## src/rtl/multiplier_datapath.sv

```systemverilog
// Shift-add multiplier datapath: holds M, {C,A,Q} and the iteration counter,
// executing RESET/ADD/SHIFT/DECREMENT commands issued by the sequencer.
module multiplier_datapath #(
    parameter int WIDTH = 8
) (
    input  logic                         clk,
    input  logic                         n_reset,
    input  logic [WIDTH-1:0]             multiplicand,
    input  logic [WIDTH-1:0]             multiplier,
    input  logic                         RESET,
    input  logic                         ADD,
    input  logic                         SHIFT,
    input  logic                         DECREMENT,
    output logic [2*WIDTH:0]             register,
    output logic [$clog2(WIDTH+1)-1:0]   count,
    output logic [2*WIDTH-1:0]           product
);

    localparam int CW = $clog2(WIDTH + 1);
    localparam logic [CW-1:0] COUNT_LOAD = CW'(WIDTH);
    localparam logic [CW-1:0] COUNT_ZERO = {CW{1'b0}};
    localparam logic [CW-1:0] COUNT_ONE  = {{(CW-1){1'b0}}, 1'b1};

    logic [WIDTH-1:0]  m_r;
    logic [2*WIDTH:0]  reg_r;
    logic [2*WIDTH:0]  reg_nxt_s;
    logic [CW-1:0]     count_r;
    logic [CW-1:0]     count_nxt_s;
    logic [WIDTH:0]    sum_s;

    // Add (carry in the MSB) and optional right shift, resolved in one cycle.
    always_comb begin
        sum_s     = reg_r[2*WIDTH:WIDTH];
        reg_nxt_s = reg_r;
        if (ADD) begin
            sum_s = {1'b0, reg_r[2*WIDTH-1:WIDTH]} + {1'b0, m_r};
        end else begin
            sum_s = reg_r[2*WIDTH:WIDTH];
        end
        if (RESET) begin
            reg_nxt_s = {1'b0, {WIDTH{1'b0}}, multiplier};
        end else if (SHIFT) begin
            reg_nxt_s = {1'b0, sum_s, reg_r[WIDTH-1:1]};
        end else if (ADD) begin
            reg_nxt_s = {sum_s, reg_r[WIDTH-1:0]};
        end else begin
            reg_nxt_s = reg_r;
        end
    end

    // Iteration counter: reload on RESET, saturating decrement otherwise.
    always_comb begin
        count_nxt_s = count_r;
        if (RESET) begin
            count_nxt_s = COUNT_LOAD;
        end else if (DECREMENT && (count_r != COUNT_ZERO)) begin
            count_nxt_s = count_r - COUNT_ONE;
        end else begin
            count_nxt_s = count_r;
        end
    end

    // State registers; operands are captured only on RESET.
    always_ff @(posedge clk or negedge n_reset) begin
        if (!n_reset) begin
            m_r     <= {WIDTH{1'b0}};
            reg_r   <= {(2*WIDTH+1){1'b0}};
            count_r <= COUNT_ZERO;
        end else begin
            if (RESET) begin
                m_r <= multiplicand;
            end
            reg_r   <= reg_nxt_s;
            count_r <= count_nxt_s;
        end
    end

    assign register = reg_r;
    assign count    = count_r;
    assign product  = reg_r[2*WIDTH-1:0];

endmodule

```

## config.mk

```make
export PLATFORM = sky130hd
export DESIGN_NAME = multiplier_datapath
export DESIGN_NICKNAME = d
export VERILOG_FILES = /design/src/rtl/multiplier_datapath.sv
export SDC_FILE = /design/constraint.sdc
export NUM_CORES = 1
export LEC_CHECK = 0
export BUFFER_PORTS_ARGS = -buffer_cell sky130_fd_sc_hd__buf_2
export CORE_ASPECT_RATIO = 2
export CORE_MARGIN = 2
export CORE_UTILIZATION = 28
export DETAILED_ROUTE_END_ITERATION = 12
export PLACE_DENSITY_LB_ADDON = 0.08
export SYNTH_ARGS = -nofsm -noshare
export SYNTH_HDL_FRONTEND = slang
export SYNTH_SLANG_ARGS = --single-unit
```

## constraint.sdc

```tcl
create_clock -name clk -period 2.7 [get_ports clk]
set_input_delay 0.27 -clock clk [delete_from_list [all_inputs] [get_ports clk]]
set_output_delay 0.27 -clock clk [all_outputs]
set_load 0.005 [all_outputs]
```

==> results of run 1 <==
==> worst max-delay path, stage by stage (launching register included) <==
cell	delay (ns)
dfrtp_1	0.38
ha_1	0.21
inv_1	0.06
fa_1	0.39
nor2b_1	0.28
o31ai_2	0.12
a21oi_1	0.20
a21oi_1	0.09
nor4_1	0.20
==> stage by stage <==
| stage | setup WS [ns] | hold WS (ns) | utilization (%) | instance area, sq um | instances |
|---|---|---|---|---|---|
| 2_1_floorplan | 0.862 | -0.0256 | - | 1850 | 189 |
| 3_3_place_gp | 0.727 | 0.367 | 33.1 | 2110 | 311 |
| 3_5_place_dp | 0.647 | 0.368 | 33.1 | 2110 | 311 |
| 4_1_cts | 0.625 | 0.0790 | 35.3 | 2240 | 319 |
| 5_1_grt | 0.460 | 0.105 | 35.3 | 2240 | 319 |
| 6_report | 0.654 | 0.0407 | 35.3 | 2240 | 319 |
==> area by class of cell <==
cell class | instances | area (sq um)
flip-flops and latches | 29 | 726
repair buffers | 60 | 305
clock buffers | 8 | 136
fillers | 739 | 4120
well taps | 86 | 108
inverters | 9 | 33.8
multi-input cells | 127 | 935
==> layer usage <==
layer	wire length [um]	GRT usage (%)	vias to the layer above
met3	174	2.39	13
met2	2530	24.1	49
li1	-	-	728
met4	178	6.65	0
met5	0	0	-
met1	1710	14.9	718
==> cells in the mapped netlist <==
master     number  area share [%]
or2_2           1            0.34
o21ai_0        11             3.0
nand3_1         2            0.54
mux2_2          8             4.9
xnor2_1         5             2.4
a31oi_1         1            0.34
a21oi_1        13             3.5
a21o_1          3             1.2
mux2_4          1            0.81
dfrtp_1        29              39
nor2b_1         3             1.0
and2_1          1            0.34
xor2_1          2            0.95
inv_1           9             1.8
nor4_1          2            0.68
nor2_1         13             2.6
fa_1            1             1.1
nand2_1        12             2.4
nand2b_1        4             1.4
o2111ai_1       1            0.47
o31ai_1         1            0.41
a2bb2oi_1       1            0.47
nand4_1         1            0.34
buf_4          16             6.5
o21ai_2         1            0.47
o211ai_1        1            0.41
o22ai_1         1            0.34
a221oi_2        1            0.81
buf_2           3            0.81
o21bai_2        1            0.61
o31ai_2         2             1.4
a211oi_1        6             2.4
ha_1           10             6.8
buf_1           1            0.20
o41ai_2         1            0.88
nor3_1          4             1.1
mux2i_1        10             5.4
o21a_1          2            0.81
clkbuf_1        4            0.81
==> kinds of logic (layout without fill, tap and decap cells) <==
group / count (synthesis) / after routing / share of synthesized area [%]
buffers and inverters: 33 / 77 / 10.2
and+or+nand+nor: 43 / 43 / 10.8
adders and majority gates: 11 / 11 / 7.85
xor gates and xnor gates: 7 / 7 / 3.32
AOI/OAI and AO/OA: 47 / 47 / 17.5
DFF: 29 / 29 / 39.3
muxes: 19 / 19 / 11.1
==> power groups by stage <==
stage	logic [mW]	clock network [mW]	registers (mW)
2_1_floorplan	0.326	0	0.548
3_3_place_gp	0.448	0	0.557
3_5_place_dp	0.446	0	0.558
4_1_cts	0.449	0.537	0.551
5_1_grt	0.504	0.555	0.558
6_report	0.437	0.522	0.548
==> state kept, by name, summed over array words and instances (netlist names) <==
register / cells
count: 4
m_r: 8
register: 17
==> placed cells by master (no fill, tap or decap), drive strengths merged, types with 3 or more instances in the layout <==
cell type  synthesis  layout
nand2             12      12
mux2               9       9
dfrtp             29      29
mux2i             10      10
nor2b              3       3
o31ai              3       3
o21ai             12      12
inv                9       9
buf               20      60
nor2              13      13
a211oi             6       6
nor3               4       4
ha                10      10
nand2b             4       4
clkbuf             4       8
a21oi             13      13
a21o               3       3
xnor2              5       5
==> worst paths after layout <==
path	start	end	slack, ns	depth (start not counted)
max	register[8]$_DFFE_PN0P_	register[16]$_DFFE_PN0P_	0.65	8
max reg2reg	register[8]$_DFFE_PN0P_	register[16]$_DFFE_PN0P_	0.65	8
max in group asynchronous	n_reset	count[1]$_DFFE_PN0P_	2.20	1
min	n_reset	m_r[2]$_DFFE_PN0P_	0.04	1
min in group clk	multiplier[5]	register[5]$_DFFE_PN0P_	0.21	3
min reg2reg	m_r[5]$_DFFE_PN0P_	m_r[5]$_DFFE_PN0P_	0.51	1
==> results.py, run 1 <==
metrics = {
    "timing": {
        "finalHoldViolCount": 0,
        "finClkSkew_ns": 0.00429,
        "setup_tns_ns": 0,
        "drv_slew": 0,
        "timing.fmax_mhz": 489,
        "setup_viol": 0,
        "rsz0062_at_grt": "false",
        "fin_crit_ns": 2.05,
        "slew_headroom_pct": 53.5,
        "finalCritPeriodShare_pct": 75.8,
        "worstMarginPinSlew_ns": 0.698,
    },
    "floorplan": {
        "die_h_um": 119,
        "die_w_um": 61.4,
        "die_area_sq_um": 7310,
        "core_sq_um": 6360,
        "num_rows": 41,
        "start_util_pct": 29.1,
        "ios": 59,
    },
    "clock_network": {
        "clk_path_buf_depth": 2,
        "cts_resized": 0,
        "clock_latency_ns": 0.27,
        "cts_tree": "done",
        "clock-sinks": 29,
        "post-cts-setup-buffer-count": 0,
        "cts.reportedPaths.clkPinSlew_ns": 0.05,
        "cts_max_level": 2,
        "ctsHoldBuffers": 0,
        "root_buffer": "clkbuf_16",
        "numCtsBuffers": 5,
    },
    "layout": {
        "drive_gt1_share_pct": 34.8,
        "area_growth_syn_to_layout_pct": 21.4,
        "antenna_cells": 0,
        "finish.net_count": 265,
    },
    "yosys": {
        "ys_seq_area_share_pct": 39.3,
        "ys_ff_latch": 29,
        "yosysWarnings": 0,
        "syn_avg_cell_area_sq_um": 9.78,
        "synth_fp_nets": 222,
        "netlist_area_sq_um": 1850,
        "synth_cell_types": 39,
        "postSynthCellCount": 189,
    },
    "pwr": {
        "p_switching_mw": 0.463,
        "total_power_mw": 1.51,
        "p_comb_share_pct": 29.0,
        "ir_worst_vdd_uv": 330,
        "clockPowerShare_pct": 34.6,
        "p_sw_share_pct": 30.7,
        "p_leak_nw": 1.11,
        "p_int_mw": 1.04,
        "power_density_nw_per_um2": 672,
        "pwr-share-seq_pct": 36.4,
    },
    "run_status": {
        "status": "completed",
    },
    "grt": {
        "grt_pass1_wl_um": 7410,
        "grtUsageTotal_pct": 13.7,
        "grt_pass1_vias": 1534,
        "antenna_found_initial": 0,
        "grt_start_max_net_pins": 34,
        "overflow": 0,
    },
    "drt": {
        "ant_nets": 0,
        "wl_per_cell_um": 14.4,
        "vias": 1508,
        "firstDrtPassIters": 6,
        "drt_iter0_markers": 37,
        "totalWireLength_um": 4600,
        "drc": 0,
        "via_per_inst": 4.73,
    },
    "placed_design": {
        "port_buffers": 58,
        "dp_hpwl_um": 3450,
        "place_congestion": 0.827,
    },
    "setup_path": {
        "worstPathRequired_ns": 2.86,
        "end_kind": "flop",
        "critical_path_class": "flop to flop",
        "cp-start-kind": "flop",
        "worst-path-max-fanout": 4,
        "cp.arrival_ns": 2.21,
    },
    "job": {
        "cap_violations": 0,
    },
    "min_path": {
        "hold_path.class": "input port to async pin",
    },
}
No activity file was read; power rests on OpenSTA's default activity.
==> run 2, diff against run 1 <==
ABC_AREA = 1   (was unset)
clock period = 1.78 ns   (was 2.7 ns; I/O delays follow)
==> run 2 against run 1 <==
Die area is 1.1% lower. Clock power is 59% higher. Flip-flop and latch count stayed put. Utilization is 1.8 points higher. First-iteration DRC count is 35% higher. Via count is 9.7% higher. Hold slack better by 0.061 ns. Cell count is 19% higher. Largest power group is now clock. Sequential power is 43% higher. Critical endpoint is now register[14]$_DFFE_PN0P_. Power is 45% higher. Non-clock buffer count is 8 higher.
==> results.py, run 2 <==
metrics = {
    "floorplan": {
        "start_util_pct": 29.0,
        "num_rows": 41,
        "die_w_um": 61.1,
        "ios": 59,
        "die_area_sq_um": 7230,
        "core_sq_um": 6310,
        "die_h_um": 118,
    },
    "layout": {
        "largest_reg_flops": 17,
        "drive_gt1_share_pct": 33.6,
        "layout_commonest_cell": "nand2_1",
        "final_cell_mix": "80 x nand2_1, 58 x buf_2, 29 x dfrtp_1",
        "antenna_cells": 0,
        "area_growth_syn_to_layout_pct": 27.9,
        "finish.net_count": 328,
        "fin_cells": 381,
        "nFillCells": 713,
        "final_cell_area_sq_um": 2340,
    },
    "setup_path": {
        "worst-path-max-fanout": 3,
        "cp.arrival_ns": 1.82,
        "r2r_start": "m_r[0]$_DFFE_PN0P_",
        "ff2ff_setup_slack_ns": 0.11,
        "reg2reg_depth": 13,
        "cp-start-kind": "flop",
        "critical_path_class": "flop to flop",
        "worstPathRequired_ns": 1.93,
        "end_kind": "flop",
        "reg2reg_to": "register[14]$_DFFE_PN0P_",
    },
    "clock_network": {
        "clock-sinks": 29,
        "cts.reportedPaths.clkPinSlew_ns": 0.05,
        "root_buffer": "clkbuf_16",
        "clk_path_buf_depth": 2,
        "cts_max_level": 2,
        "numCtsBuffers": 5,
        "clock_latency_ns": 0.27,
        "cts_tree": "done",
    },
    "drt": {
        "wl_met2_um": 2840,
        "ant_nets": 0,
        "wl_per_cell_um": 13.2,
        "wl_met3_um": 197,
        "drc": 0,
        "firstDrtPassIters": 4,
        "top_layer": "met4",
        "wirelength_met1_um": 1940,
        "drt_iter0_markers": 50,
        "vias": 1654,
        "via_per_inst": 4.34,
        "totalWireLength_um": 5040,
    },
    "yosys": {
        "postSynthCellCount": 241,
        "ys.flop_type": "dfrtp_1",
        "synth_mux_area_share_pct": 0,
        "yosysMostFrequentCell": "nand2_1",
        "syn_avg_cell_area_sq_um": 7.58,
        "synth_top_family_by_area": "simple AND/OR/NAND/NOR gates",
        "ys_ff_latch": 29,
        "synth_top_area_share_pct": 39.7,
        "synth_fa_ha_area_share_pct": 7.95,
        "synth-compound-area-share_pct": 6.23,
        "synthSimpleGateAreaFrac_pct": 33.7,
        "synth_fp_nets": 274,
        "synth_area_leaders": "dfrtp_1 40%, nand2_1 17%, buf_4 7.0%",
        "yosysWarnings": 0,
        "synthXorXnorAreaFrac_pct": 0,
        "yosysTopAreaCell": "dfrtp_1",
        "ys_seq_area_share_pct": 39.7,
        "synth_commonest_cells": "82 x nand2_1, 29 x dfrtp_1, 24 x nand3_1",
        "synth_edf_count": 0,
        "netlist_area_sq_um": 1830,
        "async_flop_share_pct": 100,
        "synth_cell_types": 27,
    },
    "timing": {
        "setup_viol": 0,
        "finClkSkew_ns": 0.00664,
        "slew_headroom_pct": 54.5,
        "worstMarginPinSlew_ns": 0.682,
        "hold_slack_ns": 0.102,
        "rsz0062_at_grt": "true",
        "drv_slew": 0,
        "finalCritPeriodShare_pct": 93.9,
        "finalHoldViolCount": 0,
        "timing.fmax_mhz": 599,
        "fin_crit_ns": 1.67,
    },
    "grt": {
        "grt_start_max_net_pins": 30,
        "grt_pass1_vias": 1629,
        "grt_pass1_wl_um": 8000,
        "grtUsageTotal_pct": 15.1,
        "overflow": 0,
        "antenna_found_initial": 0,
    },
    "min_path": {
        "hold_depth": 3,
        "worstHoldStart": "multiplicand[0]",
        "min_to": "m_r[0]$_DFFE_PN0P_",
        "hold_path.class": "input port to flop",
    },
    "placed_design": {
        "dp_hpwl_um": 3830,
        "port_buffers": 58,
        "place_congestion": 0.850,
        "place_area_sq_um": 2130,
        "dp_cells": 371,
    },
    "pwr": {
        "power_density_nw_per_um2": 936,
        "total_power_mw": 2.19,
        "p_leak_nw": 1.28,
        "ir_worst_vdd_uv": 585,
    },
    "run_status": {
        "status": "completed",
    },
    "job": {
        "cap_violations": 0,
    },
}
run 2: changes by cell type after synthesis, moves of 5 or more:
| cell | delta |
|---|---|
| nand3_1 | +22 |
| mux2i_1 | -10 |
| o21ai_1 | +6 |
| nand2_1 | +70 |
| nor2_1 | +9 |
| inv_2 | +6 |
| mux2_2 | -8 |
| o21ai_0 | -11 |
| inv_1 | +5 |
| a211oi_1 | -5 |
| xnor2_1 | -5 |
| a21oi_1 | -9 |
run 2: where the power goes:
part	switching (mW)	internal (mW)	total (mW)
clock network	0.281	0.547	0.828
registers	0.0574	0.726	0.784
logic	0.323	0.253	0.576
total	0.661	1.53	2.19
run 2: area by class of cell:
class	instances	area (sq um)	share of cell area (%)
clock buffers	7	143	6.10
inverters	21	78.8	3.37
multi-input cells	170	915	39.1
flip-flops and latches	29	726	31.0
well taps	86	108	4.60
repair buffers	68	368	15.7
run 2: metal layers:
layer	GRT usage (%)	vias up
met5	0	-
met4	4.89	0
met2	27.5	39
met1	16.5	755
met3	2.52	5
li1	-	855
run 2: critical path, cell delays in order (launching register included):
cell and delay [ns]:
dfrtp_1 0.35, ha_2 0.19, inv_2 0.04, fa_2 0.32, inv_2 0.07, nand2_2 0.05
nand2_2 0.08, nand3_2 0.08, nand2_2 0.07, nand2_1 0.06, nand3_2 0.07, nand3_1 0.07
nand2_1 0.07, nor2_1 0.03
run 2: how the worst max path moves through the flow:
stage	startpoint	to	slack [ns]	depth (start not counted)
4_1_cts	register[8]$_DFFE_PN0P_	register[16]$_DFFE_PN0P_	0.002	12
2_1_floorplan	register[8]$_DFFE_PN0P_	register[13]$_DFFE_PN0P_	0.09	13
3_5_place_dp	register[8]$_DFFE_PN0P_	register[16]$_DFFE_PN0P_	0.01	12
5_1_grt	register[8]$_DFFE_PN0P_	register[15]$_DFFE_PN0P_	-0.01	14
6_report	m_r[0]$_DFFE_PN0P_	register[14]$_DFFE_PN0P_	0.11	13
3_3_place_gp	register[8]$_DFFE_PN0P_	register[14]$_DFFE_PN0P_	0.07	13
run 2: through the flow:
stage	setup slack, ns	setup TNS, ns	utilization (%)
after global placement	0.0656	0	33.7
after CTS	0.00248	0	36.2
final	0.109	0	37.0
after global routing	-0.0141	-0.0213	37.0
after detailed placement	0.0113	0	33.7
after floorplan	0.0888	0	-
run 2: repair_timing:
| action | 4_1_cts | 5_1_grt |
|---|---|---|
| gates resized for setup | 0 | 10 |
| setup endpoints to repair | 0 | 6 |
| hold endpoints to repair | 29 | 0 |
| buffers inserted | 0 | 2 |
| hold buffers | 1 | 0 |
run 2: cell families (layout without fill, tap and decap cells):
family	after synthesis	count (layout)
compound gates	17	17
fa+ha+maj	11	11
buf+inv	42	96
flops	29	29
simple gates	142	142
